File: src/rtl/chip_bus_reader.sv
// chip_bus_reader: accepts one read request at a time, issues a bus read, and holds
// the returned data (or a timeout error) until the consumer takes it.
// Optional macro CHIP_BUS_READER_PARITY_CHECK_EN: flag rsp_err when bus_par does not
// match the even parity of bus_data on an acked read.
module chip_bus_reader #(
    parameter int unsigned ADDR_W  = 32,
    parameter int unsigned DATA_W  = 64,
    parameter int unsigned TIMEOUT = 15
) (
    input  logic              clock,
    input  logic              reset,
    input  logic              req_valid,
    output logic              req_ready,
    input  logic [ADDR_W-1:0] req_addr,
    output logic              bus_rd,
    output logic [ADDR_W-1:0] bus_addr,
    input  logic              bus_ack,
    input  logic [DATA_W-1:0] bus_data,
    input  logic              bus_par,
    output logic              rsp_valid,
    input  logic              rsp_ready,
    output logic [DATA_W-1:0] rsp_data,
    output logic              rsp_par,
    output logic              rsp_err
);

    typedef enum logic [1:0] {
        StIdle,
        StRead,
        StResp
    } state_t;

    // Last wait count before the timeout fires; READ then lasts exactly TIMEOUT cycles.
    localparam logic [7:0] CntLast = 8'(TIMEOUT - 1);

    state_t            state_q, state_d;
    logic [7:0]        cnt_q, cnt_d;
    logic [ADDR_W-1:0] addr_q, addr_d;
    logic [DATA_W-1:0] data_q, data_d;
    logic              par_q, par_d;
    logic              err_q, err_d;
    logic              par_bad;

`ifdef CHIP_BUS_READER_PARITY_CHECK_EN
    assign par_bad = bus_par != (^bus_data);
`else
    // Parity input is deliberately unused in this build.
    logic unused_bus_par;
    assign unused_bus_par = bus_par;
    assign par_bad = 1'b0;
`endif

    // Next-state, wait counter and response capture.
    always_comb begin
        state_d = state_q;
        cnt_d   = cnt_q;
        addr_d  = addr_q;
        data_d  = data_q;
        par_d   = par_q;
        err_d   = err_q;
        unique case (state_q)
            StIdle: begin
                if (req_valid) begin
                    state_d = StRead;
                    cnt_d   = 8'd0;
                    addr_d  = req_addr;
                end
            end
            StRead: begin
                // An ack on the timeout edge still wins.
                if (bus_ack) begin
                    state_d = StResp;
                    data_d  = bus_data;
                    par_d   = ^bus_data;
                    err_d   = par_bad;
                end else if (cnt_q == CntLast) begin
                    state_d = StResp;
                    data_d  = '0;
                    par_d   = 1'b0;
                    err_d   = 1'b1;
                end else begin
                    cnt_d = cnt_q + 8'd1;
                end
            end
            StResp: begin
                if (rsp_ready) begin
                    state_d = StIdle;
                end
            end
            default: begin
                state_d = StIdle;
            end
        endcase
    end

    // State and datapath registers with asynchronous reset.
    always_ff @(posedge clock or posedge reset) begin
        if (reset) begin
            state_q <= StIdle;
            cnt_q   <= 8'd0;
            addr_q  <= '0;
            data_q  <= '0;
            par_q   <= 1'b0;
            err_q   <= 1'b0;
        end else begin
            state_q <= state_d;
            cnt_q   <= cnt_d;
            addr_q  <= addr_d;
            data_q  <= data_d;
            par_q   <= par_d;
            err_q   <= err_d;
        end
    end

    // Handshake and strobe outputs decode directly from state.
    always_comb begin
        req_ready = (state_q == StIdle);
        bus_rd    = (state_q == StRead);
        rsp_valid = (state_q == StResp);
        bus_addr  = addr_q;
        rsp_data  = data_q;
        rsp_par   = par_q;
        rsp_err   = err_q;
    end

endmodule

File: config.mk
export PLATFORM = sky130hd
export DESIGN_NAME = chip_bus_reader
export DESIGN_NICKNAME = d
export VERILOG_FILES = /design/src/rtl/chip_bus_reader.sv
export SDC_FILE = /design/constraint.sdc
export NUM_CORES = 1
export LEC_CHECK = 0
export ABC_AREA = 1
export CORE_AREA = 2 2 110 112
export CTS_CLUSTER_DIAMETER = 200
export CTS_CLUSTER_SIZE = 30
export DETAILED_ROUTE_END_ITERATION = 8
export DIE_AREA = 0 0 112 114
export PLACE_DENSITY_LB_ADDON = 0.25
export REMOVE_ABC_BUFFERS = 1
export SETUP_SLACK_MARGIN = 0.1
export SLEW_MARGIN = 10
export SYNTH_ARGS = -nofsm -noshare
export SYNTH_HDL_FRONTEND = slang
export SYNTH_SLANG_ARGS = --single-unit
File: constraint.sdc
create_clock -name clock -period 5.64 [get_ports clock]
set_input_delay 1.41 -clock clock [delete_from_list [all_inputs] [get_ports clock]]
set_output_delay 1.41 -clock clock [all_outputs]
set_load 0.005 [all_outputs]
### Word-level counts from Yosys, hierarchy flattened

Index checks and enable logic that the tools add are counted.

* bits in writable memories: 0
* bits in latches: 0
* bits of input ports: 102
* output and inout bits: 101
* flip-flop bits (word level): 108
* memories kept: 0
* memory bits (read-only): 0
* logic and storage cells: 38

* order comparisons: 0
* bitwise gates (word level): 0
* div/mod/pow operators: 0
* shift operators: 0
* equality and inequality tests: 8
* $mul: 0
* add/subtract/negate cells: 1
* muxes and demuxes: 15
* reductions and logical operators: 8

Operators by type and width (count)
* two-way mux 64 bit: 2
* XOR reduction 64 bit: 1
* two-way mux 8 bit: 3
* one-hot mux 8 bit (2 select lines): 1
* adder 8 x 1 -> 8 bit (second input constant): 1
* equality test 8 x 4 -> 1 bit (second input constant): 1
* two-way mux 2 bit: 4
* inequality test 2 bit (second input constant): 3
* one-hot mux 2 bit (3 select lines): 1
* two-way mux 1 bit: 4
* AND reduction 2 bit: 2
* AND reduction 4 bit: 1
* nonzero test 2 bit: 2
* inequality test 3 x 1 -> 1 bit (second input constant): 1
* AND reduction 3 bit: 1
* equality test 2 x 1 -> 1 bit (second input constant): 1
* equality test 2 bit (second input constant): 1
* zero test 2 bit: 1
* inequality test 2 x 1 -> 1 bit (second input constant): 1

### Longest topological paths before layout

* depth after elaboration: 4
* gate-level depth with buffers: 17
* gate-level depth less buffers: 16

### Least setup slack after synthesis

No wires, ideal clock.

* kind: input to register
* start: in bus_data[63]
* end: reg par_q (netlist: rsp_par)
* library setup time: 117 ps
* required time: 5523 ps
* arrival time: 2339 ps
* cell stages on the path: 17
* setup slack: 3183 ps
* path buffers: 1
* cells stage by stage: buf_2 -> inv_1 -> nand2_1 -> nand2_1 -> inv_1 -> nand2_1 -> nand2_1 -> nand2_1 -> nand2_1 -> nand2_1 -> nand2_1 -> inv_1 -> nand2_1 -> nand2_1 -> nand2_1 -> nand3_1 -> nand2_1

* word-level cells in the longest chain between the ends: 2

Ends and longest elaborated chain
* from (decl): RTL line 18 `input logic [DATA_W-1:0] bus_data,`
* XOR reduction 64 bit: RTL line 74 `par_d = ^bus_data;`
* two-way mux 1 bit: RTL line 71 `if (bus_ack) begin`
* to (signal assigned): RTL line 110 `par_q <= par_d;`
* to (decl): RTL line 40 `logic par_q, par_d;`

Every way passes these cells.
A chain may end at the register's enable or synchronous reset.

### Worst setup path in the final report

* start: in bus_ack
* end: reg data_q[61] (netlist: rsp_data[61])

* word-level cells in the longest chain between the ends: 2
* elaborated cells between the ends (all ways): 3
* those cells by class: mux (1); reduce/logical (2)

Ends and longest elaborated chain
* from (decl): RTL line 17 `input logic bus_ack,`
* nonzero test 2 bit (no source line)
* AND reduction 2 bit (no source line)
* to (signal assigned): RTL line 109 `data_q <= data_d;`
* to (decl): RTL line 39 `logic [DATA_W-1:0] data_q, data_d;`

Several ways; a longest one is shown, not always the timed one.

==> results.ini <==
[status]
status=completed

[setup_path]
path_max_fanout=66
end_kind=flop
r2r_cells=7
reg2reg_from=state_q[0]
cp-start-kind=input pin
rrSetupSlack_ps=3100
crit_type=input pin to flop
reg2reg_to=rsp_data[61]
required_ps=5890
arrival_ps=3740

[timing]
fin_tns_setup_ps=0
setup_viol=0
fin_ws_ps=2149
fin_worst_skew_ps=8.643
period_minus_slack_ps=3491
whs_ps=480.0
slew-limit-headroom_pct=23.67
period_share_pct=61.90
worstMarginPinSlew_ps=1145
hold_violations=0
rsz0062_at_grt=no
max_freq_mhz=286.4
drv_slew=0

[cts]
clock_latency_ps=350
cts.clk_slew.worst_paths_ps=70
cts_resized=0
clockBufferDepth=2
cts_tree=done
clock-sinks=108
cts_hold_buf=0
cts_max_level=3
cts_setup_buffers=0
root_buffer=clkbuf_16
numCtsBuffers=9

[cells_and_area]
syn2layout_area_growth_pct=42.91
regArea_um2=2703
antennaDiodeCount=0
drive_above_1_share_pct=3.288
layout.cells.non_filler=1029
multi_input_area_um2=2446
fill_cells=963
nets=984

[placed_design]
dp_hpwl_um=10320
portBuffers=201
gp_congestion=0.8089
dp.cells=1016
dp_slack_ps=1720

[global_route]
grt_pass1_wl_um=23610
antenna_found_initial=0
grt_pass1_vias=5129
grt_max_degree=80
overflow=0
track_usage_pct=22.79

[detailed_routing]
drt_iter0_markers=321
ant_nets=0
drt_wl_total_um=14320
drc=0
vias=5197
viasPerCell=5.051
wl_per_cell_um=13.92
dr.pass1.iters=5

[floorplanning]
die_y_um=114
num_io_pins=203
die_area_um2=12770
initial_core_util_pct=46.76
die-width_um=112
core_area_um2=11710
rows=40

[pwr]
intPower_w=0.002307
totalPowerFinal_w=0.003432
pwr-share-comb_pct=45.1
swShare_pct=32.77
power.density_nw_per_um2=438.5
pwr-share-seq_pct=38.6
clkPwrFrac_pct=16.4
cellLeakagePower_nw=3.935
ir_drop_uv=287.3
p_switching_w=0.001125

[yosys]
yosysWarnings=0
yosysSeqAreaShare_pct=49.35
synthTopCellsByArea=dfrtp_1, nand2_1, a22o_1
ys_ff_latch=108
synth_top_area_share_pct=49.35
syn_area_per_cell_um2=7.983
yosysUniqueCellTypes=28
synth_top_area_cell=dfrtp_1
synth_edf_count=0
syn_inst=686
syn-cell-area_um2=5477
async_flop_share_pct=100.0
synth_commonest_cells=nand2_1, dfrtp_1, inv_1
synth_most_common_cell=nand2_1
ys.flop_type=dfrtp_1

[run]
max_cap_violations=0

[min_path]
hold_depth=2
hold_end=bus_addr[31]
holdCritStartpoint=bus_addr[31]
hold_class=flop to flop

==> flip-flops by register name, summed over array words and instances (netlist names) <==
| signal | cells |
|---|---|
| cnt_q | 8 |
| bus_addr | 32 |
| state_q | 2 |
| rsp_par | 1 |
| rsp_err | 1 |
| rsp_data | 64 |
==> through the flow <==
stage | area [um2] | utilization, %
detailed placement | 7580 | 64.72
finish | 7826 | 66.83
floorplan | 5359 | -
global route | 7826 | 66.83
CTS | 7826 | 66.83
global placement | 7580 | 64.72
==> layer usage <==
metal | global-route usage [%] | vias up | part of all wire [%]
met5 | 0 | - | 0
met4 | 8.618 | 0 | 2.2
met3 | 8.395 | 21 | 9.0
met2 | 37.58 | 198 | 47
met1 | 27.52 | 2444 | 42
li1 | - | 2534 | -
==> cell usage in the layout (no fill, tap or decap), drive strengths merged, types with 5 or more instances in the layout <==
cell           count
nand3              7
nor2              11
xnor2             25
nor3               5
clkdlybuf4s50    201
dfrtp            108
o21ai             29
nand4              5
a22o              41
nand2            346
xor2              20
clkbuf            10
inv               54
==> area by class of cell <==
cell class / count / area share [%]
flip-flops and latches: 108 / 34.53
multi-input cells: 501 / 31.26
repair buffers: 204 / 26.00
clock buffers: 10 / 2.926
inverters: 56 / 2.718
well taps: 147 / 2.350
clock inverters: 3 / 0.2238
==> critical path, stage by stage <==
cell and delay [ps]:
clkdlybuf4s50_1 420, nand2_1 600, nand2_1 140, inv_2 850, nand2_1 130, o21ai_0 150
==> power by group through the flow <==
stage / Clock (W) / Combinational (W) / Sequential [W]
floorplan: 0 / 0.000582 / 0.00134
detailed placement: 0 / 0.00156 / 0.00133
finish: 0.000563 / 0.00155 / 0.00132
global route: 0.000610 / 0.00170 / 0.00136
global placement: 0 / 0.00152 / 0.00131
CTS: 0.000576 / 0.00157 / 0.00132
==> logic make-up after synthesis <==
logic type / count (synthesis) / synth area share [%]
buf+inv: 77 / 5.986
flops: 108 / 49.35
simple gates: 379 / 27.30
compound gates: 75 / 9.710
xor+xnor: 45 / 7.197
fa+ha+maj: 2 / 0.4569
==> how the worst max path moves through the flow <==
stage | start | slack, ps | to | depth (start not counted)
2_1_floorplan | reset | 1380 | bus_addr[0] | 1
3_3_place_gp | bus_ack | 1810 | state_q[1] | 5
3_5_place_dp | bus_ack | 1720 | rsp_data[61] | 6
4_1_cts | bus_ack | 2090 | rsp_data[61] | 6
5_1_grt | bus_ack | 1910 | rsp_data[61] | 6
6_report | bus_ack | 2150 | rsp_data[61] | 6
Note: power is estimated with default switching activity, not from simulation.
